--- src/rtl/spi_pkg.sv ---
// spi_pkg: shared definitions for the oversampled SPI receiver.
//   SYNC_STAGES   - depth of the input synchronizer chains
//   rx_state_e    - receiver frame state (IDLE / RECV)
//   sample_rising - 1 when data is sampled on the rising sck edge
package spi_pkg;

   localparam int SYNC_STAGES = 2;

   typedef enum logic {
      IDLE = 1'b0,
      RECV = 1'b1
   } rx_state_e;

   // Modes 0 and 3 sample on the rising edge, modes 1 and 2 on the falling edge.
   function automatic logic sample_rising(input logic cpol, input logic cpha);
      return cpol == cpha;
   endfunction

endpackage

--- src/rtl/fifo_sync.sv ---
// fifo_sync: single-clock show-ahead FIFO.
// Ports:
//   clk, rst_n   clock, asynchronous active-low reset
//   push, wdata  write request and data (ignored when full unless popping too)
//   full         pDepth words stored
//   pop          pop request (ignored when empty)
//   rdata        head word; holds the last popped word while empty, 0 after reset
//   empty        no words stored
//   level        words stored, 0..pDepth
module fifo_sync #(
   parameter int pWidth = 8,
   parameter int pDepth = 4
) (
   input  logic                       clk,
   input  logic                       rst_n,
   input  logic                       push,
   input  logic [pWidth-1:0]          wdata,
   output logic                       full,
   input  logic                       pop,
   output logic [pWidth-1:0]          rdata,
   output logic                       empty,
   output logic [$clog2(pDepth+1)-1:0] level
);

   localparam int AW = $clog2(pDepth);
   localparam int LW = $clog2(pDepth+1);

   logic [pWidth-1:0] mem_q [pDepth];
   logic [AW-1:0]     wr_ptr_q, rd_ptr_q;
   logic [LW-1:0]     level_q;
   logic [pWidth-1:0] last_q;
   logic              do_push, do_pop;

   assign empty   = (level_q == '0);
   assign full    = (level_q == LW'(pDepth));
   assign do_pop  = pop && !empty;
   // A pop in the same cycle frees the slot, so a push into a full FIFO still lands.
   assign do_push = push && (!full || do_pop);

   always_ff @(posedge clk or negedge rst_n) begin
      if (!rst_n) begin
         wr_ptr_q <= '0;
         rd_ptr_q <= '0;
         level_q  <= '0;
         last_q   <= '0;
      end else begin
         if (do_push) wr_ptr_q <= wr_ptr_q + AW'(1);
         if (do_pop) begin
            rd_ptr_q <= rd_ptr_q + AW'(1);
            last_q   <= mem_q[rd_ptr_q];
         end
         case ({do_push, do_pop})
            2'b10:   level_q <= level_q + LW'(1);
            2'b01:   level_q <= level_q - LW'(1);
            default: level_q <= level_q;
         endcase
      end
   end

   // Storage needs no reset: it is only read while the FIFO holds data.
   always_ff @(posedge clk) begin
      if (do_push) mem_q[wr_ptr_q] <= wdata;
   end

   assign rdata = empty ? last_q : mem_q[rd_ptr_q];
   assign level = level_q;

endmodule

--- src/rtl/spi_rx_oversampled.sv ---
// spi_rx_oversampled: SPI peripheral receiver clocked by the system clock.
// sck/csn/sdi are oversampled (clk >= 4x sck), words are assembled in any SPI
// mode, MSB- or LSB-first, and buffered in a show-ahead FIFO.
// Ports:
//   clk, rst_n                 system clock, asynchronous active-low reset
//   spi_sck, spi_csn, spi_sdi  asynchronous SPI pins
//   data, valid, ready         FIFO head word / not empty / pop on valid&&ready
//   level                      words stored, 0..pDepth
//   overrun, frame_err         sticky error flags
//   err_clr                    clears both sticky flags
// Optional feature macro SPI_RX_ERR_EN: when defined, overrun/frame_err are
// live sticky flags; when undefined they are tied to 0 and err_clr is ignored.
module spi_rx_oversampled
   import spi_pkg::*;
#(
   parameter int pBits     = 8,
   parameter int pDepth    = 4,
   parameter int pCpol     = 0,
   parameter int pCpha     = 0,
   parameter int pLsbFirst = 0
) (
   input  logic                        clk,
   input  logic                        rst_n,
   input  logic                        spi_sck,
   input  logic                        spi_csn,
   input  logic                        spi_sdi,
   output logic [pBits-1:0]            data,
   output logic                        valid,
   input  logic                        ready,
   output logic [$clog2(pDepth+1)-1:0] level,
   output logic                        overrun,
   output logic                        frame_err,
   input  logic                        err_clr
);

   localparam int   CW       = $clog2(pBits);
   localparam logic kIdleSck = 1'(pCpol);
   localparam logic kRise    = sample_rising(1'(pCpol), 1'(pCpha));
   localparam logic kLsb     = (pLsbFirst != 0);

   // Synchronizers reset to idle pin levels so reset release is edge-free.
   logic [SYNC_STAGES-1:0] sck_sync_q, csn_sync_q, sdi_sync_q;
   logic                   sck_hist_q, csn_hist_q;
   logic                   sck_s, csn_s, sdi_s;

   always_ff @(posedge clk or negedge rst_n) begin
      if (!rst_n) begin
         sck_sync_q <= {SYNC_STAGES{kIdleSck}};
         csn_sync_q <= '1;
         sdi_sync_q <= '0;
         sck_hist_q <= kIdleSck;
         csn_hist_q <= 1'b1;
      end else begin
         sck_sync_q <= {sck_sync_q[SYNC_STAGES-2:0], spi_sck};
         csn_sync_q <= {csn_sync_q[SYNC_STAGES-2:0], spi_csn};
         sdi_sync_q <= {sdi_sync_q[SYNC_STAGES-2:0], spi_sdi};
         sck_hist_q <= sck_s;
         csn_hist_q <= csn_s;
      end
   end

   assign sck_s = sck_sync_q[SYNC_STAGES-1];
   assign csn_s = csn_sync_q[SYNC_STAGES-1];
   assign sdi_s = sdi_sync_q[SYNC_STAGES-1];

   logic sample_edge, csn_fall, csn_rise, sample;
   assign sample_edge = kRise ? (sck_s & ~sck_hist_q) : (~sck_s & sck_hist_q);
   assign csn_fall    = ~csn_s & csn_hist_q;
   assign csn_rise    = csn_s & ~csn_hist_q;

   // Frame state
   rx_state_e state_q, state_d;

   always_ff @(posedge clk or negedge rst_n) begin
      if (!rst_n) state_q <= IDLE;
      else        state_q <= state_d;
   end

   always_comb begin
      state_d = state_q;
      case (state_q)
         IDLE:    if (csn_fall) state_d = RECV;
         RECV:    if (csn_rise) state_d = IDLE;
         default: state_d = IDLE;
      endcase
   end

   // A sample coinciding with csn rising is dropped because csn_s is already high.
   assign sample = sample_edge && !csn_s && ((state_q == RECV) || csn_fall);

   // Bit counter and shift register
   logic [CW-1:0]    cnt_q, cnt_d;
   logic [pBits-1:0] shift_q, shift_d, word;
   logic             push;

   always_comb begin
      cnt_d   = cnt_q;
      shift_d = shift_q;
      push    = 1'b0;
      word    = kLsb ? {sdi_s, shift_q[pBits-1:1]} : {shift_q[pBits-2:0], sdi_s};
      if (csn_s) begin
         cnt_d   = '0;
         shift_d = '0;
      end else if (sample) begin
         if (cnt_q == CW'(pBits-1)) begin
            push    = 1'b1;
            cnt_d   = '0;
            shift_d = '0;
         end else begin
            cnt_d   = cnt_q + CW'(1);
            shift_d = word;
         end
      end
   end

   always_ff @(posedge clk or negedge rst_n) begin
      if (!rst_n) begin
         cnt_q   <= '0;
         shift_q <= '0;
      end else begin
         cnt_q   <= cnt_d;
         shift_q <= shift_d;
      end
   end

   // Output FIFO
   logic fifo_full, fifo_empty;

   fifo_sync #(
      .pWidth (pBits),
      .pDepth (pDepth)
   ) u_fifo (
      .clk   (clk),
      .rst_n (rst_n),
      .push  (push),
      .wdata (word),
      .full  (fifo_full),
      .pop   (ready),
      .rdata (data),
      .empty (fifo_empty),
      .level (level)
   );

   assign valid = ~fifo_empty;

`ifdef SPI_RX_ERR_EN
   logic overrun_q, overrun_d, frame_err_q, frame_err_d;
   logic drop, frag;

   assign drop        = push && fifo_full && !(ready && !fifo_empty);
   assign frag        = csn_rise && (cnt_q != '0);
   // Set has priority over clear.
   assign overrun_d   = drop | (overrun_q & ~err_clr);
   assign frame_err_d = frag | (frame_err_q & ~err_clr);

   always_ff @(posedge clk or negedge rst_n) begin
      if (!rst_n) begin
         overrun_q   <= 1'b0;
         frame_err_q <= 1'b0;
      end else begin
         overrun_q   <= overrun_d;
         frame_err_q <= frame_err_d;
      end
   end

   assign overrun   = overrun_q;
   assign frame_err = frame_err_q;
`else
   logic unused_err;
   assign unused_err = err_clr ^ fifo_full;
   assign overrun    = 1'b0;
   assign frame_err  = 1'b0;
`endif

endmodule

--- config.mk ---
export PLATFORM = sky130hd
export DESIGN_NAME = spi_rx_oversampled
export DESIGN_NICKNAME = d
export VERILOG_FILES = /design/src/rtl/spi_pkg.sv /design/src/rtl/fifo_sync.sv /design/src/rtl/spi_rx_oversampled.sv
export SDC_FILE = /design/constraint.sdc
export NUM_CORES = 1
export LEC_CHECK = 0
export ABC_AREA = 1
export ABC_CLOCK_PERIOD_IN_PS = 2200
export CAP_MARGIN = 5
export CORE_ASPECT_RATIO = 1.25
export CORE_MARGIN = 2
export CORE_UTILIZATION = 45
export DETAILED_ROUTE_END_ITERATION = 10
export HOLD_SLACK_MARGIN = 0.03
export PLACE_DENSITY = 0.66
export SYNTH_ARGS = -nofsm -noshare
export SYNTH_HDL_FRONTEND = slang
export SYNTH_HIERARCHICAL = 1
export SYNTH_SLANG_ARGS = --single-unit
export TNS_END_PERCENT = 50
--- constraint.sdc ---
create_clock -name clk -period 2.2 [get_ports clk]
set_clock_uncertainty 0.2 [all_clocks]
set_input_delay 0.22 -clock clk [delete_from_list [all_inputs] [get_ports clk]]
set_output_delay 0.22 -clock clk [all_outputs]
set_load 0.02 [all_outputs]
==> metrics.cfg <==
[sta]
final_max_slew_viol_count=0
hold_viol_final=0
fmax_mhz=484
rsz0062_at_grt=yes
fin_crit_ns=2.06
tns_ns=0
finalSetupViolCount=0
min_period_over_period_pct=93.8

[drt]
drc=0
antenna_left=0
drt-total-wl_mm=4.74
num_vias=1897
wl_per_cell_um=11.9
via_per_inst=4.74
drtIter0Drc=144
firstDrtPassIters=4

[worst_setup_path]
crit_slowest_cell=dfrtp_1
slowest_delay_ns=0.41
critical_path.cell_chain=buf_4 -> nand2_1 -> nand3_1 -> nand2_1 -> o21ai_0 -> clkdlybuf4s15_1
start_kind=flop
critical_path_class=flop to output pin
cp_common_cell=nand2_1
crit_fanout=10
crit_path_end_kind=output pin
crit_required_ns=1.78
critPathArrivalTime_ns=1.64

[clocking]
cts_hold_buf=0
clock_sinks=66
clk_latency_ns=0.33
root_buffer=clkbuf_8
cts_buffers=9
postCtsSetupRepairBufs=0
cts_tree=done
clk_pin_slew_ns=0.07
htree_levels=3
clockBufferDepth=2

[place]
port-buffer-count=17
hpwl_mm=3.12
gp_congestion=0.701

[synthesis]
syn_area_sq_um=2920
postSynthCellCount=278
syn_area_per_cell_sq_um=10.5
yosysWarnings=6

[die]
start_util_pct=47.1
die_w_um=76.1
io_pins=21
rows=32
coreArea_sq_um=6210
die-area_sq_um=7150
die_height_um=94.1

[global_routing]
grt_pass1_vias=1836
grt_use_total_pct=14.7
grt_max_degree=35
grt_pass1_wl_mm=8.14
overflow=0
antenna_found_initial=0

[power_and_ir_drop]
power_density_nw_per_um2=1160
p_leak_uw=0.00154
power_uw=4030
ir_drop_uv=509

[final_layout]
post-route-util_pct=56.0
drive_gt1_share_pct=18.7
fin_nets=324
syn2layout_area_growth_pct=19.0
antenna_cells=0

[status]
status=complete, no violations

[run]
cap_violations=0

[hold_path]
hp-class=input port to async pin

[power breakdown]
group          total [uW]  switching [uW]  internal (uW)
clock                1210             457            752
sequential           1510            89.6           1420
combinational        1310             819            492
[flip-flops by register name (all words and copies together) (netlist names), 2 cells and up]
register / flops
cnt_q: 3
csn_sync_q: 2
sck_sync_q: 2
sdi_sync_q: 2
shift_q: 7
u_fifo/last_q: 8
u_fifo/level: 3
u_fifo/mem_q: 32
u_fifo/rd_ptr_q: 2
u_fifo/wr_ptr_q: 2
[cell type report]
| class | count | area, sq um |
|---|---|---|
| Clock buffer | 9 | 124 |
| Clock inverter | 7 | 118 |
| Fill cell | 538 | 2730 |
| Tap cell | 85 | 106 |
| Sequential cell | 66 | 1820 |
| Multi-Input combinational cell | 171 | 913 |
| Timing Repair Buffer | 33 | 284 |
| Inverter | 29 | 114 |
[metrics by stage]
stage | setup slack, ns | cells | hold WS, ns | cell area, sq um
final | 0.136 | 400 | 0.102 | 3470
after global placement | 0.0890 | 384 | 0.133 | 3230
after CTS | 0.0169 | 400 | 0.0887 | 3460
after floorplan | -0.122 | 279 | -0.276 | 2920
after global routing | -0.0125 | 400 | 0.0926 | 3470
after detailed placement | 0.0706 | 384 | 0.135 | 3230
[per-layer routing]
layer / share of wire [%] / GRT usage (%) / vias to the layer above
met5: 0 / 0 / -
li1: - / - / 973
met3: 3.3 / 3.75 / 4
met2: 53 / 25.4 / 32
met4: 1.2 / 7.42 / 0
met1: 43 / 17.1 / 888
[final timing paths]
kind | depth (start not counted) | slack, ns | endpoint | from
setup / recovery | 6 | 0.14 | data[1] | u_fifo/rd_ptr_q[0]
setup reg to reg | 10 | 0.14 | u_fifo/level[1] | cnt_q[0]
max in group asynchronous | 2 | 1.36 | csn_hist_q | rst_n
min in group clk | 1 | 0.10 | csn_sync_q[0] | spi_csn
hold reg to reg | 0 | 0.15 | sck_sync_q[1] | sck_sync_q[0]
hold / removal | 2 | 0.10 | u_fifo/wr_ptr_q[0] | rst_n
[layout by cell type (no fill, tap or decap), drive strengths merged]
cell           instances
dfstp                  3
o21a                   1
xor2                   3
nor2                  18
dfrtp                 31
dlygate4sd1            1
a21oi                  2
inv                   29
conb                   2
dlymetal6s2s           1
fa                     1
o21ai                 18
clkdlybuf4s50          8
edfxtp                32
clkbuf                 9
nand2                 78
bufinv                 3
clkdlybuf4s15          1
clkinv                 4
dlygate4sd2            6
buf                   16
nand4                 10
nand3                 32
ha                     6
[worst max-delay path, delay by kind of cell (launching register included)]
| family | cells | cell delay, ns |
|---|---|---|
| flops | 1 | 0.41 |
| simple gates | 3 | 0.24 |
| compound gates | 1 | 0.15 |
| buf+inv | 2 | 0.52 |
[what timing repair did]
action	in CTS	in global routing
resized for setup	9	7
gates cloned	0	0
endpoints found under the setup margin	9	5
Power figures use the tool's default switching activity.
